## src/rtl/risc_v_mike_uart_loader_pkg.sv

```systemverilog
// Shared types and constants for the UART boot loader.
// Optional checksum byte is enabled by defining RISC_V_MIKE_LOADER_CHECKSUM_EN.
package risc_v_mike_uart_loader_pkg;

    typedef enum logic [2:0] {
        IDLE,
        LEN_LO,
        LEN_HI,
        DATA,
        CHK,
        DONE,
        ERR
    } t_loader_state;

    localparam logic [7:0]  LOADER_SYNC_BYTE = 8'hA5;
    localparam int unsigned LOADER_LEN_W     = 16;

    // Little-endian assembly: the three earlier bytes sit in sr as {b2, b1, b0}.
    function automatic logic [31:0] pack_le_word(input logic [7:0] b3, input logic [23:0] sr);
        return {b3, sr};
    endfunction

endpackage

```

## src/rtl/risc_v_mike_uart_loader_if.sv

```systemverilog
// Byte receive handshake and instruction memory write port of the boot loader.
// master = loader side, slave = UART / memory side.
interface risc_v_mike_uart_loader_if #(
    parameter int unsigned IMEM_ADDR_W = 8
);
    logic [7:0]             rx_data;
    logic                   rx_flag;
    logic                   rx_flag_clr;
    logic                   imem_wr_en;
    logic [IMEM_ADDR_W-1:0] imem_wr_addr;
    logic [31:0]            imem_wr_data;

    modport master (
        input  rx_data,
        input  rx_flag,
        output rx_flag_clr,
        output imem_wr_en,
        output imem_wr_addr,
        output imem_wr_data
    );

    modport slave (
        output rx_data,
        output rx_flag,
        input  rx_flag_clr,
        input  imem_wr_en,
        input  imem_wr_addr,
        input  imem_wr_data
    );
endinterface

```

## src/rtl/risc_v_mike_uart_loader_byte_rx.sv

```systemverilog
// rx_flag / rx_flag_clr handshake: accepts at most one byte every two cycles
// and presents it as a one-cycle byte_valid pulse.
module risc_v_mike_uart_loader_byte_rx (
    input  logic       clk,
    input  logic       rst,
    input  logic [7:0] rx_data,
    input  logic       rx_flag,
    output logic       rx_flag_clr,
    output logic       byte_valid,
    output logic [7:0] byte_data
);
    logic clr_pending;
    logic accept;

    // The UART drops rx_flag one cycle after the ack, so the pending cycle
    // masks the stale flag and the same byte is never taken twice.
    assign accept      = rx_flag && !clr_pending;
    assign rx_flag_clr = clr_pending;
    assign byte_valid  = clr_pending;

    always_ff @(posedge clk or posedge rst) begin
        if (rst) begin
            clr_pending <= 1'b0;
            byte_data   <= '0;
        end else begin
            clr_pending <= accept;
            if (accept) begin
                byte_data <= rx_data;
            end
        end
    end
endmodule

```

## src/rtl/risc_v_mike_uart_loader.sv

```systemverilog
// UART boot loader: parses SYNC / LEN_LO / LEN_HI / data words and writes
// instruction memory. Checksum byte under RISC_V_MIKE_LOADER_CHECKSUM_EN.
module risc_v_mike_uart_loader
    import risc_v_mike_uart_loader_pkg::*;
#(
    parameter int unsigned IMEM_DEPTH  = 256,
    parameter int unsigned IMEM_ADDR_W = 8,
    parameter logic [7:0]  SYNC_BYTE   = LOADER_SYNC_BYTE
) (
    input  logic                      clk,
    input  logic                      rst,
    risc_v_mike_uart_loader_if.master ldr,
    output logic                      core_rst,
    output logic                      load_done,
    output logic                      load_error
);
    localparam logic [LOADER_LEN_W-1:0] DEPTH_L = LOADER_LEN_W'(IMEM_DEPTH);

    t_loader_state             state, state_n;
    logic                      byte_valid;
    logic [7:0]                byte_data;
    logic [LOADER_LEN_W-1:0]   count;
    logic [LOADER_LEN_W-1:0]   len_n;
    logic [IMEM_ADDR_W-1:0]    word_idx;
    logic [1:0]                byte_idx;
    logic [23:0]               word_sr;
    logic                      last_word;
    logic                      wr_fire;
    logic                      stay_done;
`ifdef RISC_V_MIKE_LOADER_CHECKSUM_EN
    logic [7:0]                sum;
`endif

    risc_v_mike_uart_loader_byte_rx u_byte_rx (
        .clk         (clk),
        .rst         (rst),
        .rx_data     (ldr.rx_data),
        .rx_flag     (ldr.rx_flag),
        .rx_flag_clr (ldr.rx_flag_clr),
        .byte_valid  (byte_valid),
        .byte_data   (byte_data)
    );

    assign len_n     = {byte_data, count[7:0]};
    assign last_word = (LOADER_LEN_W'(word_idx) == count - LOADER_LEN_W'(1));
    assign stay_done = (state == DONE) && (state_n == DONE);

    always_comb begin
        state_n = state;
        wr_fire = 1'b0;
        case (state)
            IDLE: if (byte_valid && byte_data == SYNC_BYTE) state_n = LEN_LO;
            LEN_LO: if (byte_valid) state_n = LEN_HI;
            LEN_HI: begin
                if (byte_valid) begin
                    if (len_n == '0)          state_n = DONE;
                    else if (len_n > DEPTH_L) state_n = ERR;
                    else                      state_n = DATA;
                end
            end
            DATA: begin
                if (byte_valid && byte_idx == 2'd3) begin
                    wr_fire = 1'b1;
`ifdef RISC_V_MIKE_LOADER_CHECKSUM_EN
                    if (last_word) state_n = CHK;
`else
                    if (last_word) state_n = DONE;
`endif
                end
            end
`ifdef RISC_V_MIKE_LOADER_CHECKSUM_EN
            CHK: if (byte_valid) state_n = (byte_data == sum) ? DONE : ERR;
`endif
            DONE, ERR: if (byte_valid && byte_data == SYNC_BYTE) state_n = LEN_LO;
            default: state_n = IDLE;
        endcase
    end

    always_ff @(posedge clk or posedge rst) begin
        if (rst) begin
            state            <= IDLE;
            count            <= '0;
            word_idx         <= '0;
            byte_idx         <= '0;
            word_sr          <= '0;
            ldr.imem_wr_en   <= 1'b0;
            ldr.imem_wr_addr <= '0;
            ldr.imem_wr_data <= '0;
            core_rst         <= 1'b1;
            load_done        <= 1'b0;
            load_error       <= 1'b0;
`ifdef RISC_V_MIKE_LOADER_CHECKSUM_EN
            sum              <= '0;
`endif
        end else begin
            state          <= state_n;
            ldr.imem_wr_en <= wr_fire;
            if (wr_fire) begin
                ldr.imem_wr_addr <= word_idx;
                ldr.imem_wr_data <= pack_le_word(byte_data, word_sr);
            end
            // Release lags DONE entry by one cycle; a reload SYNC re-asserts at once.
            core_rst   <= !stay_done;
            load_done  <= stay_done;
            load_error <= (state_n == ERR);

            if (byte_valid) begin
                case (state)
                    LEN_LO: count[7:0] <= byte_data;
                    LEN_HI: begin
                        count[15:8] <= byte_data;
                        word_idx    <= '0;
                        byte_idx    <= '0;
`ifdef RISC_V_MIKE_LOADER_CHECKSUM_EN
                        sum         <= '0;
`endif
                    end
                    DATA: begin
                        word_sr  <= {byte_data, word_sr[23:8]};
                        byte_idx <= byte_idx + 2'd1;
                        if (byte_idx == 2'd3 && !last_word) begin
                            word_idx <= word_idx + 1'b1;
                        end
`ifdef RISC_V_MIKE_LOADER_CHECKSUM_EN
                        sum <= sum + byte_data;
`endif
                    end
                    default: ;
                endcase
            end
        end
    end
endmodule
```

## src/flat_wrapper.sv

```systemverilog
// flat-port wrapper written by rule: the top's interface ports become plain ports
module risc_v_mike_uart_loader_flat import risc_v_mike_uart_loader_pkg::*;
#(
    parameter int unsigned IMEM_DEPTH  = 256,
    parameter int unsigned IMEM_ADDR_W = 8,
    parameter logic [7:0]  SYNC_BYTE   = LOADER_SYNC_BYTE
)
  (clk, rst, core_rst, load_done, load_error, ldr_rx_data, ldr_rx_flag, ldr_rx_flag_clr, ldr_imem_wr_en, ldr_imem_wr_addr, ldr_imem_wr_data);
  risc_v_mike_uart_loader_if #(.IMEM_ADDR_W(IMEM_ADDR_W)) ldr_i ();
  input  logic clk;
  input  logic rst;
  output logic core_rst;
  output logic load_done;
  output logic load_error;
  input wire logic [$bits(ldr_i.rx_data)-1:0] ldr_rx_data;
  input wire logic [$bits(ldr_i.rx_flag)-1:0] ldr_rx_flag;
  output wire logic [$bits(ldr_i.rx_flag_clr)-1:0] ldr_rx_flag_clr;
  output wire logic [$bits(ldr_i.imem_wr_en)-1:0] ldr_imem_wr_en;
  output wire logic [$bits(ldr_i.imem_wr_addr)-1:0] ldr_imem_wr_addr;
  output wire logic [$bits(ldr_i.imem_wr_data)-1:0] ldr_imem_wr_data;
  assign ldr_i.rx_data = ldr_rx_data;
  assign ldr_i.rx_flag = ldr_rx_flag;
  assign ldr_rx_flag_clr = ldr_i.rx_flag_clr;
  assign ldr_imem_wr_en = ldr_i.imem_wr_en;
  assign ldr_imem_wr_addr = ldr_i.imem_wr_addr;
  assign ldr_imem_wr_data = ldr_i.imem_wr_data;
  risc_v_mike_uart_loader #(.IMEM_DEPTH(IMEM_DEPTH), .IMEM_ADDR_W(IMEM_ADDR_W), .SYNC_BYTE(SYNC_BYTE)) u_core (.clk(clk), .rst(rst), .ldr(ldr_i), .core_rst(core_rst), .load_done(load_done), .load_error(load_error));
endmodule
```

## config.mk

```make
export PLATFORM = sky130hd
export DESIGN_NAME = risc_v_mike_uart_loader_flat
export DESIGN_NICKNAME = d
export VERILOG_FILES = /design/src/rtl/risc_v_mike_uart_loader_pkg.sv /design/src/rtl/risc_v_mike_uart_loader_if.sv /design/src/rtl/risc_v_mike_uart_loader_byte_rx.sv /design/src/rtl/risc_v_mike_uart_loader.sv /design/src/flat_wrapper.sv
export SDC_FILE = /design/constraint.sdc
export NUM_CORES = 1
export LEC_CHECK = 0
export ABC_AREA = 1
export CAP_MARGIN = 30
export CORE_UTILIZATION = 50
export DETAILED_ROUTE_END_ITERATION = 12
export PLACE_DENSITY_LB_ADDON = 0.05
export SYNTH_ARGS = -nofsm -noshare
export SYNTH_HDL_FRONTEND = slang
export SYNTH_SLANG_ARGS = --single-unit
```

## constraint.sdc

```tcl
create_clock -name clk -period 3.9 [get_ports clk]
set_input_delay 0.78 -clock clk [delete_from_list [all_inputs] [get_ports clk]]
set_output_delay 0.78 -clock clk [all_outputs]
set_load 0.03 [all_outputs]
```

After elaboration in Yosys (flattened, before gate mapping)
Cells that the tools add are included.

operators by class
  $add $sub $neg = 3
  order comparisons = 1
  equal/unequal tests = 11
  muxes and demuxes = 13
  reductions and logical operators = 17

operators by type and width
  cell                     number
  $mux W3                  7
  $eq A8 B16 Y1            1
  $gt A16 B9 Y1 const B    1
  $logic_not A16 Y1        1
  $pmux W8 S2              1
  $sub A16 B1 Y16 const B  1
  $eq A3 B3 Y1 const B     4
  $pmux W3 S4              1
  $add A8 B1 Y8 const B    1
  $eq A8 B8 Y1 const B     1
  $mux W8                  1
  $reduce_and A2 Y1        4
  $eq A3 B2 Y1 const B     2
  $logic_and A1 B1 Y1      5
  $pmux W2 S2              1
  $eq A3 B1 Y1 const B     1
  $logic_not A1 Y1         3
  $logic_not A3 Y1         1
  $reduce_and A3 Y1        1
  $reduce_or A3 Y1         1
  $add A2 B1 Y2 const B    1
  $eq A2 B2 Y1 const B     1
  $mux W1                  2
  $ne A2 B1 Y1 const B     1
  $reduce_bool A2 Y1       1

storage, ports and cells
  register bits = 106
  input bits = 11
  output and inout port bits = 45

Depth between registers and ports, before layout
Gate-level depths: netlist of run 1.

  word-level depth = 8
  mapped depth = 15
  mapped depth without buffers = 15

Cells and area by module
Synthesis of run 1 repeated with hierarchy kept, for this count alone.

second synthesis, totals
  cells, all modules = 611
  area total of the unflattened synthesis = 4,922.2 um2

modules (own cells, without submodules)
  module                           instances  cells each  area each (um2)  seq. area each (um2)
  risc_v_mike_uart_loader          1          572         4,539.4          2,428.6
  risc_v_mike_uart_loader_byte_rx  1          39          382.9            225.2

Worst setup path after synthesis of run 1
Ideal clock, no wire load.

  kind = flip-flop to flip-flop
  start = register u_core.count[0]
  end = register u_core.word_idx[6]
  setup time = 117 ps
  arrival = 1,696 ps
  data required time = 3,783 ps
  path slack = 2,087 ps
  cell stages (with the launch flop) = 16
  cells stage by stage = dfrtp_1 > inv_1 > ha_1 > nand2_4 > nor2_8 > nand2_2 > nand2_1 > nand2_1 > nor2_1 > nand2_1 > nor2_2 > nand2_2 > nand2_4 > nand2_4 > nand2_1 > nand2_1

on the way
  cells in the longest elaborated chain, start to end = 6

ends and longest elaborated chain
  item                                line                            RTL
  start: declaration                  risc_v_mike_uart_loader.sv:22   logic [LOADER_LEN_W-1:0] count;
  start signal: assignment            risc_v_mike_uart_loader.sv:109  LEN_LO: count[7:0] <= byte_data;
  $sub A16 B1 Y16                     risc_v_mike_uart_loader.sv:45   assign last_word = (LOADER_LEN_W'(word_idx) == count - LOADER_LEN_W'(1));
  $eq A8 B16 Y1                       risc_v_mike_uart_loader.sv:45
  $logic_not A1 Y1                    risc_v_mike_uart_loader.sv:121  if (byte_idx == 2'd3 && !last_word) begin
  $logic_and A1 B1 Y1                 risc_v_mike_uart_loader.sv:121
  $ne A2 B1 Y1 (no source line)       --
  $reduce_and A3 Y1 (no source line)  --
  end signal: assignment              risc_v_mike_uart_loader.sv:122  word_idx <= word_idx + 1'b1;
  end: declaration                    risc_v_mike_uart_loader.sv:24   logic [IMEM_ADDR_W-1:0] word_idx;

Every way passes these cells.
A chain may end at the register's enable or synchronous reset.

Worst setup path in the final report of run 1
  start = register u_core.core_rst
  end = output core_rst

RTL lines
  item                      line                            RTL
  start: declaration        risc_v_mike_uart_loader.sv:13   output logic core_rst,
  start signal: assignment  risc_v_mike_uart_loader.sv:103  core_rst <= !stay_done;
  end: declaration          flat_wrapper.sv:12              output logic core_rst;

No word-level cell between the ends.

==> flow_summary.json, run 1 <==
{
  "fillers": 852,
  "final_antenna_net_count": 0,
  "syn_avg_cell_area_sq_um": 8.46,
  "drive_gt1_share_pct": 7.26,
  "synth_edf_count": 0,
  "p_int_uw": 1950,
  "die_area_sq_um": 9920,
  "multi_input_area_sq_um": 1820,
  "power.density_nw_per_um2": 577,
  "yosysMostFrequentCell": "nand2_1",
  "synth.top_cell.area_share_pct": 55.2,
  "ys.flop_type": "dfrtp_1",
  "grt-ovfl-total": 0,
  "rsz0062_at_grt": "false",
  "ys_async_sr_fraction_pct": 100,
  "clock_latency_ns": 0.37,
  "hold_viol": 0,
  "nets": 629,
  "regArea_sq_um": 2650,
  "switching_share_pct": 39.9,
  "ys_ff_latch": 106,
  "vias": 3713,
  "antenna_found_initial": 0,
  "fin_tns_setup_ns": 0,
  "placementRows": 35,
  "ys_seq_area_share_pct": 55.7,
  "startpoint": "u_core.core_rst",
  "synth_area_leader_cell": "dfrtp_1",
  "ir_drop_v": 0.000353,
  "coreArea_sq_um": 9240,
  "tightestPinTransition_ns": 0.732,
  "status": "completed",
  "start_kind": "flip-flop",
  "r2r-start": "u_core.count[0]",
  "n_antenna_cell": 0,
  "path_max_fanout": 1,
  "hold_buffers": 0,
  "io_buffers": 55,
  "wl_per_cell_um": 13.9,
  "dpl.hpwl_um": 7440,
  "netSwitchingPower_uw": 1300,
  "crit_chain": "clkdlybuf4s50_1",
  "routed_via_density": 4.96,
  "syn-num-nets": 577,
  "max_cap_viol_count": 0,
  "slowest_delay_ns": 0.66,
  "grt_max_degree": 71,
  "dr.pass1.iters": 5,
  "p_leak_uw": 0.00262,
  "hold_path_class": "reg2reg",
  "ctsResizeCount": 0,
  "period_share_pct": 60.0,
  "cts_setup_buffers": 0,
  "cp_top_family": "buffers and inverters",
  "htree_levels": 3,
  "synthCells": 563,
  "cts-root-buf": "clkbuf_8",
  "pwr-share-seq_pct": 47.2,
  "final_max_slew_viol_count": 0,
  "cts_made_buffers": 9,
  "drc": 0,
  "cts_tree": "yes",
  "place_congestion": 0.898,
  "path_buf_inv": 1,
  "io_pins": 56,
  "grt_pass1_vias": 3588,
  "drt_iter0_markers": 157,
  "synth_area_sq_um": 4760,
  "clk_pin_slew_ns": 0.10,
  "slew_headroom_pct": 51.2,
  "fin_cells": 749,
  "fin_skew_ns": 0.00759,
  "crit_path_top_delay_cell": "clkdlybuf4s50_1",
  "layout_min_cycle_time_ns": 2.34,
  "comb_power_share_pct": 33.2,
  "dp_cells": 732,
  "synth_cell_types": 33,
  "max_freq_mhz": 427,
  "power_frac_clock_pct": 19.7,
  "ctsLongestPathBuffers": 2,
  "die_y_um": 99.6,
  "synth_area_leaders": "dfrtp_1, nand2_1, o21ai_0",
  "grt_pass1_wl_um": 17700,
  "whs_ns": 0.480,
  "synthTopCellsByCount": "nand2_1, dfrtp_1, o21ai_0",
  "required_ns": 3.12,
  "wirelength_um": 10400,
  "critical_path_class": "reg2out",
  "clock_sinks": 106,
  "syn_to_final_growth_pct": 18.3,
  "die_w_um": 99.6,
  "yosysWarnings": 0,
  "arrival_ns": 1.56,
  "end_kind": "primary output",
  "track_usage_pct": 23.1,
  "setup-violations-final": 0,
  "min_from": "u_core.ldr.imem_wr_data[5]",
  "start_util_pct": 51.5
}
==> logic make-up after synthesis <==
kind of cell / after synthesis / share of synthesized area (%)
XOR/XNOR: 14 / 2.57
flip-flops: 106 / 55.7
buffers and inverters: 72 / 5.99
AO/OA/AOI/OAI: 93 / 10.1
AND/OR/NAND/NOR: 275 / 24.8
adder cells (fa/ha/maj): 3 / 0.788
==> metrics by stage <==
stage,area (sq um),worst slack [ns],utilization [%],power (uW)
after CTS,5610,1.54,60.7,3260
after global routing,5630,1.51,60.9,3490
after detailed placement,5430,1.57,58.7,2630
after global placement,5430,1.62,58.7,2590
final,5630,1.56,60.9,3250
after floorplan,4760,0.333,-,2340
==> per-layer routing <==
layer  GRT usage [%]  up-vias  wire length, um
met3            4.64        8              440
met2            35.7       91             4670
met5               0        -                0
li1                -     1879                -
met1            33.7     1735             5190
met4            5.77        0              106
==> state kept, by name, indices dropped and copies added (netlist names), 2 cells and up <==
signal	count
u_core.byte_idx	2
u_core.count	16
u_core.ldr.imem_wr_addr	8
u_core.ldr.imem_wr_data	32
u_core.state	3
u_core.u_byte_rx.byte_data	8
u_core.word_idx	8
u_core.word_sr	24
==> layout make-up <==
| class | count | area share (%) |
|---|---|---|
| inverters | 55 | 3.71 |
| flip-flops and latches | 106 | 47.1 |
| well taps | 129 | 2.87 |
| clock inverters | 7 | 1.11 |
| repair buffers | 58 | 10.6 |
| multi-input cells | 385 | 32.4 |
| clock buffers | 9 | 2.20 |
==> power groups by stage <==
stage                     clock (uW)  combinational, uW  sequential [uW]
after floorplan                    0                818             1520
after global placement             0               1040             1540
after detailed placement           0               1080             1550
after CTS                        652               1080             1530
after global routing             695               1240             1560
final                            639               1080             1530
==> worst paths after layout <==
path / end / slack (ns) / cells after the start
min reg2reg: u_core.ldr.imem_wr_data[5] / 0.48 / 2
max in group asynchronous: u_core.ldr.imem_wr_data[27] / 2.28 / 3
max: core_rst / 1.56 / 1
max reg2reg: u_core.word_idx[7] / 1.79 / 15
min: u_core.ldr.imem_wr_data[5] / 0.48 / 2
min in group asynchronous: u_core.ldr.imem_wr_data[5] / 0.90 / 2
==> layout by cell type (no fill, tap or decap), drive strengths merged <==
cell type | netlist | layout
o2111ai | 2 | 2
a21oi | 3 | 3
clkinv | 1 | 4
or2 | 1 | 1
buf | 2 | 3
nor3 | 3 | 3
a21o | 1 | 1
nor4 | 1 | 1
dfrtp | 105 | 105
xor2 | 8 | 8
clkdlybuf4s50 | 0 | 55
o211ai | 1 | 1
nand3b | 4 | 4
nand3 | 22 | 22
and2 | 1 | 1
nand2 | 188 | 188
a22o | 1 | 1
clkbuf | 15 | 9
clkinvlp | 0 | 2
xnor2 | 6 | 6
nand4 | 3 | 3
ha | 3 | 3
inv | 54 | 56
a31oi | 1 | 1
o21ai | 84 | 84
dfstp | 1 | 1
nor2 | 52 | 52
No activity file was read; power rests on OpenSTA's default activity.
==> run 2, diff against run 1 <==
==> constraint.sdc (replaced) <==
create_clock -name clk -period 1.97 [get_ports clk]
set_input_delay 0.394 -clock clk [delete_from_list [all_inputs] [get_ports clk]]
set_output_delay 0.394 -clock clk [all_outputs]
set_load 0.03 [all_outputs]
==> flow_summary.json, run 2 (synthesized netlist as in run 1, its figures left out) <==
{
  "start_kind": "flip-flop",
  "grt-ovfl-total": 0,
  "slew_headroom_pct": 59.6,
  "setup-violations-final": 0,
  "r2r-end": "u_core.word_idx[0]",
  "utilization_pct": 63.8,
  "largest_reg_flops": 32,
  "layout_commonest_cell": "nand2_1",
  "fin_tns_setup_ns": 0,
  "cts_made_buffers": 9,
  "routed_via_density": 5.07,
  "final_antenna_net_count": 0,
  "die_area_sq_um": 9920,
  "tightestPinTransition_ns": 0.604,
  "largestRegisters": "u_core.ldr.imem_wr_data x32, u_core.word_sr x24, u_core.count x16",
  "htree_levels": 3,
  "hold_viol": 0,
  "crit_path_top_delay_cell": "dfrtp_1",
  "cts_tree": "yes",
  "place_congestion": 0.902,
  "vias": 3880,
  "placementRows": 35,
  "drive_gt1_share_pct": 13.2,
  "max_cap_viol_count": 0,
  "antenna_found_initial": 0,
  "die_y_um": 99.6,
  "drc": 0,
  "critical_path_class": "reg2reg",
  "rr_worst_depth": 15,
  "fin_skew_ns": 0.0170,
  "path_buf_inv": 2,
  "path_max_fanout": 7,
  "ctsLongestPathBuffers": 2,
  "wl_per_cell_um": 13.8,
  "grt_pass1_wl_um": 17400,
  "final_max_slew_viol_count": 0,
  "period_share_pct": 95.9,
  "required_ns": 2.28,
  "n_antenna_cell": 0,
  "top_register": "u_core.ldr.imem_wr_data",
  "io_pins": 56,
  "clock_sinks": 106,
  "r2r-start": "u_core.count[1]",
  "preCtsSetupSlack_ns": -0.0200,
  "hold_path_class": "in2async",
  "grt_pass1_vias": 3581,
  "dr.pass1.iters": 5,
  "status": "completed",
  "die_w_um": 99.6,
  "drt_iter0_markers": 183,
  "crit_chain": "inv_2 > ha_4 > nand2_4 > nor2_4 > nand2_2 > nand2_1 > nand2_1 > nor2_1 > nand2_1 > nor2_2 > nand2_2 > nand2_4 > buf_4 > nand3_1 > nand2_1",
  "slowest_delay_ns": 0.40,
  "r2r_slack_ns": 0.08,
  "track_usage_pct": 22.5,
  "clk_pin_slew_ns": 0.10,
  "arrival_ns": 2.20,
  "syn_to_final_growth_pct": 23.7,
  "nets": 646,
  "ir_drop_v": 0.000598,
  "layout_common_cells": "nand2_1, dfrtp_1, o21ai_0",
  "io_buffers": 55,
  "finalPower_uw": 6910,
  "setup_ws_ns": 0.0817,
  "layout_min_cycle_time_ns": 1.89,
  "whs_ns": 0.302,
  "end_kind": "flip-flop",
  "cp_top_family": "simple AND/OR/NAND/NOR gates",
  "coreArea_sq_um": 9240,
  "start_util_pct": 51.5,
  "max_freq_mhz": 530,
  "p_leak_uw": 0.00271,
  "crit_path_frequent_cell": "nand2_1",
  "clock_latency_ns": 0.37,
  "dpl.hpwl_um": 7630,
  "hold_buffers": 0,
  "grt_max_degree": 43,
  "power.density_nw_per_um2": 1170,
  "cts-root-buf": "clkbuf_8",
  "wirelength_um": 10600
}
run 2: repair_timing:
item                       CTS  global route
buffers inserted             0             6
pin swaps                    0             3
gates resized for setup      1            33
setup endpoints to repair    8            13
run 2: stage by stage:
| step | instance area (sq um) | std cells |
|---|---|---|
| after global routing | 5890 | 765 |
| after global placement | 5540 | 744 |
| after CTS | 5740 | 759 |
| after detailed placement | 5540 | 744 |
| final | 5890 | 765 |
| after floorplan | 4770 | 563 |
run 2: worst register-to-register path, stage by stage, from the launching register on:
cell and delay (ns):
dfrtp_1 0.40, inv_2 0.10, ha_4 0.18, nand2_4 0.09
nor2_4 0.13, nand2_2 0.07, nand2_1 0.07, nand2_1 0.06
nor2_1 0.10, nand2_1 0.07, nor2_2 0.11, nand2_2 0.08
nand2_4 0.12, buf_4 0.13, nand3_1 0.06, nand2_1 0.08
run 2: power by group:
part           internal (uW)  switching [uW]  leakage (uW)  total [uW]
clock network            601             767     0.0000995        1370
registers               2640             455       0.00141        3100
logic                    958            1490       0.00120        2450
run 2: cell type report:
cell class              count  area [sq um]
fillers                   800          3350
clock inverters             6          73.8
clock buffers               9           124
flip-flops and latches    106          2660
inverters                  55           210
multi-input cells         385          1920
well taps                 129           161
repair buffers             75           741
run 2: worst max path at each step:
stage | cells past startpoint | to | from | slack [ns]
2_1_floorplan | 15 | u_core.word_idx[6] | u_core.count[0] | 0.16
4_1_cts | 15 | u_core.word_idx[6] | u_core.count[1] | 0.02
3_5_place_dp | 15 | u_core.word_idx[5] | u_core.count[1] | -0.02
6_report | 15 | u_core.word_idx[0] | u_core.count[1] | 0.08
3_3_place_gp | 14 | u_core.word_idx[0] | u_core.count[1] | 0.08
5_1_grt | 15 | u_core.word_idx[1] | u_core.count[1] | -0.02
run 2: metal layers:
layer | vias up | share of wire (%) | global-route usage (%)
met2 | 110 | 44 | 34.3
met3 | 20 | 4.5 | 3.51
met1 | 1833 | 49 | 32.8
met4 | 0 | 1.9 | 8.37
met5 | - | 0 | 0
li1 | 1917 | - | -
==> patch 1: new RTL, settings of run 2 <==
The option `RISC_V_MIKE_LOADER_CHECKSUM_EN` is turned on by a define.
--- a/src/rtl/risc_v_mike_uart_loader.sv
+++ b/src/rtl/risc_v_mike_uart_loader.sv
@@ -1,4 +1,6 @@
 // UART boot loader: parses SYNC / LEN_LO / LEN_HI / data words and writes
 // instruction memory. Checksum byte under RISC_V_MIKE_LOADER_CHECKSUM_EN.
+`define RISC_V_MIKE_LOADER_CHECKSUM_EN
+
 module risc_v_mike_uart_loader
     import risc_v_mike_uart_loader_pkg::*;
Function: same outputs for any inputs over 10 cycles, from zero or initial values and one cycle with rst high; that may be too few to reach the edited logic, so the function may still have changed.
==> patch 1 against run 2 <==
Critical path type is now reg -> out. Power rose by 28%. Area after synthesis rose by 14%. Core utilization rose by 4.8 points. Synthesized cell count rose by 18%. Clock skew fell by 0.011 ns. Sequential cell count rose by 8. Design area rose by 21%. Combinational power rose by 9.4%. Critical path depth fell by 14. Sequential share of layout area fell by 5.3 points. Wire length rose by 25%. Non-clock buffer count rose by 15. Clock power rose by 120%. Worst setup slack got worse by 0.032 ns.
==> patch 1: results (changes against run 2) <==
status completed; CTS buffer count 17 (+8); DRT Wirelength 13.2 mm (+25%); Layout Skew 0.00596 ns (-0.0110 ns); CTS max path bufs 2 (unchanged); register area share after synthesis 52.7% (-3.0 points); most instantiated cells after synthesis nand2_1 (216), dfrtp_1 (113), o21ai_0 (90); syn_area_per_cell 8.16 sq um (-3.5%); hpwl dp 9.30 mm (+22%); Placer Congestion 0.918 (+1.8%); layout cells sized above 1 15.8% (+2.6 points); Hold Crit Class in -> async; Crit-path slowest cell clkdlybuf4s50_1; Worst EP arrival 1.53 ns (-0.67 ns); Pleak 0.00402 uW (+48%); GRT overflow 0 (unchanged); total number of vias 4,595 (+18%); VDD IR max 0.00109 V (+82%); drt first pass iters 5 (unchanged); vias in the first global route 4,462 (+25%); DR iter-0 viols 287 (+57%); top_reg_cell synth dfrtp_1; Synth area leaders dfrtp_1 (52%), nand2_1 (15%), o21ai_0 (8.3%), inv_1 (4.4%), nor2_1 (3.5%); depth of the CTS H-tree 4 (+1); ys async rst share 100% (unchanged); post-route insts no fill 902 (+18%); Slew Limit Headroom 68.8% (+9.1 points); YS warnings 0 (unchanged); port buffer count 55 (unchanged); NetSw 3100 uW (+14%); syn_nets 685 (+19%); clock tree root buffer cell clkbuf_8; largest net degree at the start of global routing 41 (-4.7%); All-Layer GR Usage 25.4% (+2.8 points); ant diodes 0 (unchanged); clk slew on worst S/H paths 0.06 ns (-0.04 ns); placed cell count 865 (+16%); post-synth cell types 34 (+3.0%); Clock Latency Late Sink 0.52 ns (+0.15 ns); first-pass GRT wire length 21.8 mm (+25%); CP delay by family, top buffers and inverters; pre-CTS setup slack -0.0622 ns (-0.0422 ns); Crit path largest cell delay 0.66 ns (+0.26 ns); CP max FO 2 (-5); nets 776 (+20%); initial antenna violation count 0 (unchanged); biggest regs u_core.ldr.imem_wr_data x32, u_core.word_sr x24, u_core.count x16
[patch 1: changes by cell type in the layout (fill, tap and decap cells not counted), moves of 12 or more]
| cell | delta |
|---|---|
| buf_4 | +14 |
| dlymetal6s2s_1 | +31 |
| o21ai_0 | +19 |
| nor2_1 | +12 |
| clkbuf_16 | +16 |
| dfrtp_1 | +15 |
| nand2_1 | +27 |
| clkdlybuf4s50_1 | -35 |
| inv_1 | +15 |
[patch 1: layer usage]
layer  global-route usage, %  part of all wire (%)  up-vias
met5                       0                     0        -
met4                    7.64                   1.2        0
met3                    6.68                   4.2       19
met2                    41.2                    48      122
met1                    33.4                    47     2162
li1                        -                     -     2292
[patch 1: per-stage QoR]
step | cell area (sq um) | setup TNS, ns
after floorplan | 5420 | 0
after global placement | 6330 | -0.000168
after detailed placement | 6330 | -0.340
after CTS | 6940 | 0
after global routing | 7150 | -0.667
final | 7150 | 0
[patch 1: power groups by stage]
stage	sequential, uW	clock, uW	combinational, uW
2_1_floorplan	3140	0	1750
3_3_place_gp	3170	0	2420
3_5_place_dp	3180	0	2470
4_1_cts	3150	3080	2550
5_1_grt	3210	3190	3060
6_report	3160	3030	2680
[patch 1: final timing paths]
check                           cells after the start                               startpoint  slack (ns)                                   endpoint
worst max-delay path                                1  u_core.ldr.imem_wr_data[21]$_DFFE_PP0P_        0.05                       ldr_imem_wr_data[21]
worst min-delay path                                2                                      rst        0.24              u_core.word_sr[5]$_DFFE_PP0P_
worst max register to register                     16              u_core.count[0]$_DFFE_PP0P_        0.06             u_core.word_idx[2]$_DFFE_PP0P_
worst min register to register                      2   u_core.ldr.imem_wr_data[7]$_DFFE_PP0P_        0.46     u_core.ldr.imem_wr_data[7]$_DFFE_PP0P_
max in group asynchronous                           3                                      rst        1.18                  u_core.core_rst$_DFF_PP1_
min in group clk                                    3                           ldr_rx_data[1]        0.45  u_core.u_byte_rx.byte_data[1]$_DFFE_PP0P_
[patch 1: cell families after synthesis]
group                    count (synthesis)  synth area share [%]
flip-flops                             114                  52.7
AO/OA/AOI/OAI                          117                  11.5
XOR/XNOR                                11                  1.78
buffers and inverters                   92                  6.61
AND/OR/NAND/NOR                        318                  24.7
adder cells (fa/ha/maj)                 11                  2.68
[patch 1: layout make-up]
cell class                 count  area (sq um)
fill                         841          3270
sequential                   114          2860
multi-input combinational    458          2310
timing repair buffer          90           938
clock buffer                  19           432
inverter                      73           278
tap                          136           170
clock inverter                12           159
[patch 1: repair_timing]
item                                    CTS  global route
pin swaps                                 0             8
endpoints found under the setup margin   13            66
resized for setup                         9            59
buffers inserted                          0             5
gates cloned                              0             1
hold buffers                              0             0
==> patch 2: new RTL, config.mk and constraints of run 2 <==
Made on the original files. Register the output `load_done` once more; this adds one clock of latency there. The other outputs are not delayed to match.
--- a/src/rtl/risc_v_mike_uart_loader.sv
+++ b/src/rtl/risc_v_mike_uart_loader.sv
@@ -16,4 +16,6 @@
 );
     localparam logic [LOADER_LEN_W-1:0] DEPTH_L = LOADER_LEN_W'(IMEM_DEPTH);
+
+    logic load_done_s0;
 
     t_loader_state             state, state_n;
@@ -88,5 +90,5 @@
             ldr.imem_wr_data <= '0;
             core_rst         <= 1'b1;
-            load_done        <= 1'b0;
+            load_done_s0     <= 1'b0;
             load_error       <= 1'b0;
 `ifdef RISC_V_MIKE_LOADER_CHECKSUM_EN
@@ -102,5 +104,5 @@
             // Release lags DONE entry by one cycle; a reload SYNC re-asserts at once.
             core_rst   <= !stay_done;
-            load_done  <= stay_done;
+            load_done_s0 <= stay_done;
             load_error <= (state_n == ERR);
 
@@ -131,3 +133,7 @@
         end
     end
+    always_ff @(posedge clk) begin
+        load_done <= load_done_s0;
+    end
+
 endmodule
Formal check against the unedited RTL: not equivalent (Yosys sat finds a counterexample within 10 cycles, from zero or initial values and one cycle with rst high).
==> patch 2 against run 2 <==
Sequential cell count rose by 1. Critical endpoint is now u_core.word_idx[7]$_DFFE_PP0P_. Power down 0.76%. Wire length decreased by 3.1%. Fmax decreased by 0.65%. Worst setup slack got worse by 0.012 ns. Area after synthesis increased by 0.42%. Design area shrank 0.64%.
==> patch 2: results (changes against run 2) <==
post-route insts no fill 762 (-0.39%); status completed; nets 642 (-0.62%); NetSw 2670 uW (-1.7%); met2 wire length 4.45 mm (-4.9%); comb_multi_in 386 (+0.26%); Clk. pwr 1430 uW (+4%); layout cells sized above 1 11.7% (-1.5 points); Worst EP arrival 2.16 ns (-0.04 ns); pwr/cell area 1170 mW/mm^2 (-0.13%); VDD IR max 0.000707 V (+18%); clock-cell share of area 3.66% (+0.30 points); vias in the first global route 3,483 (-2.7%); syn_area_per_cell 8.48 sq um (+0.24%); Seq Cell Count 107 (+0.94%); largest net degree at the start of global routing 76 (+77%); post-synth cell types 34 (+3.0%); Hold Crit Class reg -> reg; area of the multi-input gates 0.00190 sq mm (-0.78%); CP max FO 8 (+1); All-Layer GR Usage 22.3% (-0.27 points); DR iter-0 viols 225 (+23%); share of power burned in registers 45.5% (+0.7 points); Placer Congestion 0.917 (+1.7%); Repair and plain buffers 69 (-8.0%); first-pass GRT wire length 17.2 mm (-1.2%); met1 wire length 5.18 mm (-0.67%); GRT met2 Usage 32.4% (-1.9 points); dpl cell area 0.00553 sq mm (-0.27%); Slew Limit Headroom 62.3% (+2.7 points); ys async rst share 99.1% (-0.93 points); Synth area leaders dfrtp_1 (55%), nand2_1 (14%), o21ai_0 (7.4%), inv_1 (3.8%), nor2_1 (3.4%); Avg WL per Cell 13.4 microns (-2.7%); syn_nets 578 (+0.17%); buffering overhead 11.7% (-0.90 points); met1 GRT Util 34.3% (+1.6 points); pre-CTS setup slack -0.0104 ns (+0.00962 ns); placed cell count 742 (-0.27%); FF+latch area 0.00268 sq mm (+0.70%); hpwl dp 7.32 mm (-4.1%); grt met3 use 3.69% (+0.18 points)
-- patch 2: final timing paths --
kind	start	to	slack, ns	cells past startpoint
setup / recovery	u_core.count[0]$_DFFE_PP0P_	u_core.word_idx[7]$_DFFE_PP0P_	0.07	13
hold / removal	u_core.load_done_s0$_DFF_PP0_	u_core.load_done$_DFF_P_	0.35	0
setup reg to reg	u_core.count[0]$_DFFE_PP0P_	u_core.word_idx[7]$_DFFE_PP0P_	0.07	13
hold reg to reg	u_core.load_done_s0$_DFF_PP0_	u_core.load_done$_DFF_P_	0.35	0
max in group asynchronous	rst	u_core.core_rst$_DFF_PP1_	1.14	3
min in group asynchronous	rst	u_core.ldr.imem_wr_data[19]$_DFFE_PP0P_	0.47	3
-- patch 2: kinds of logic (layout without fill, tap and decap cells) --
logic type,count (synthesis),in the layout,synth area share [%]
fa+ha+maj,3,3,0.785
compound gates,93,93,10.1
simple gates,275,276,24.7
flops,107,107,55.9
xor+xnor,14,14,2.56
buf+inv,72,140,5.97
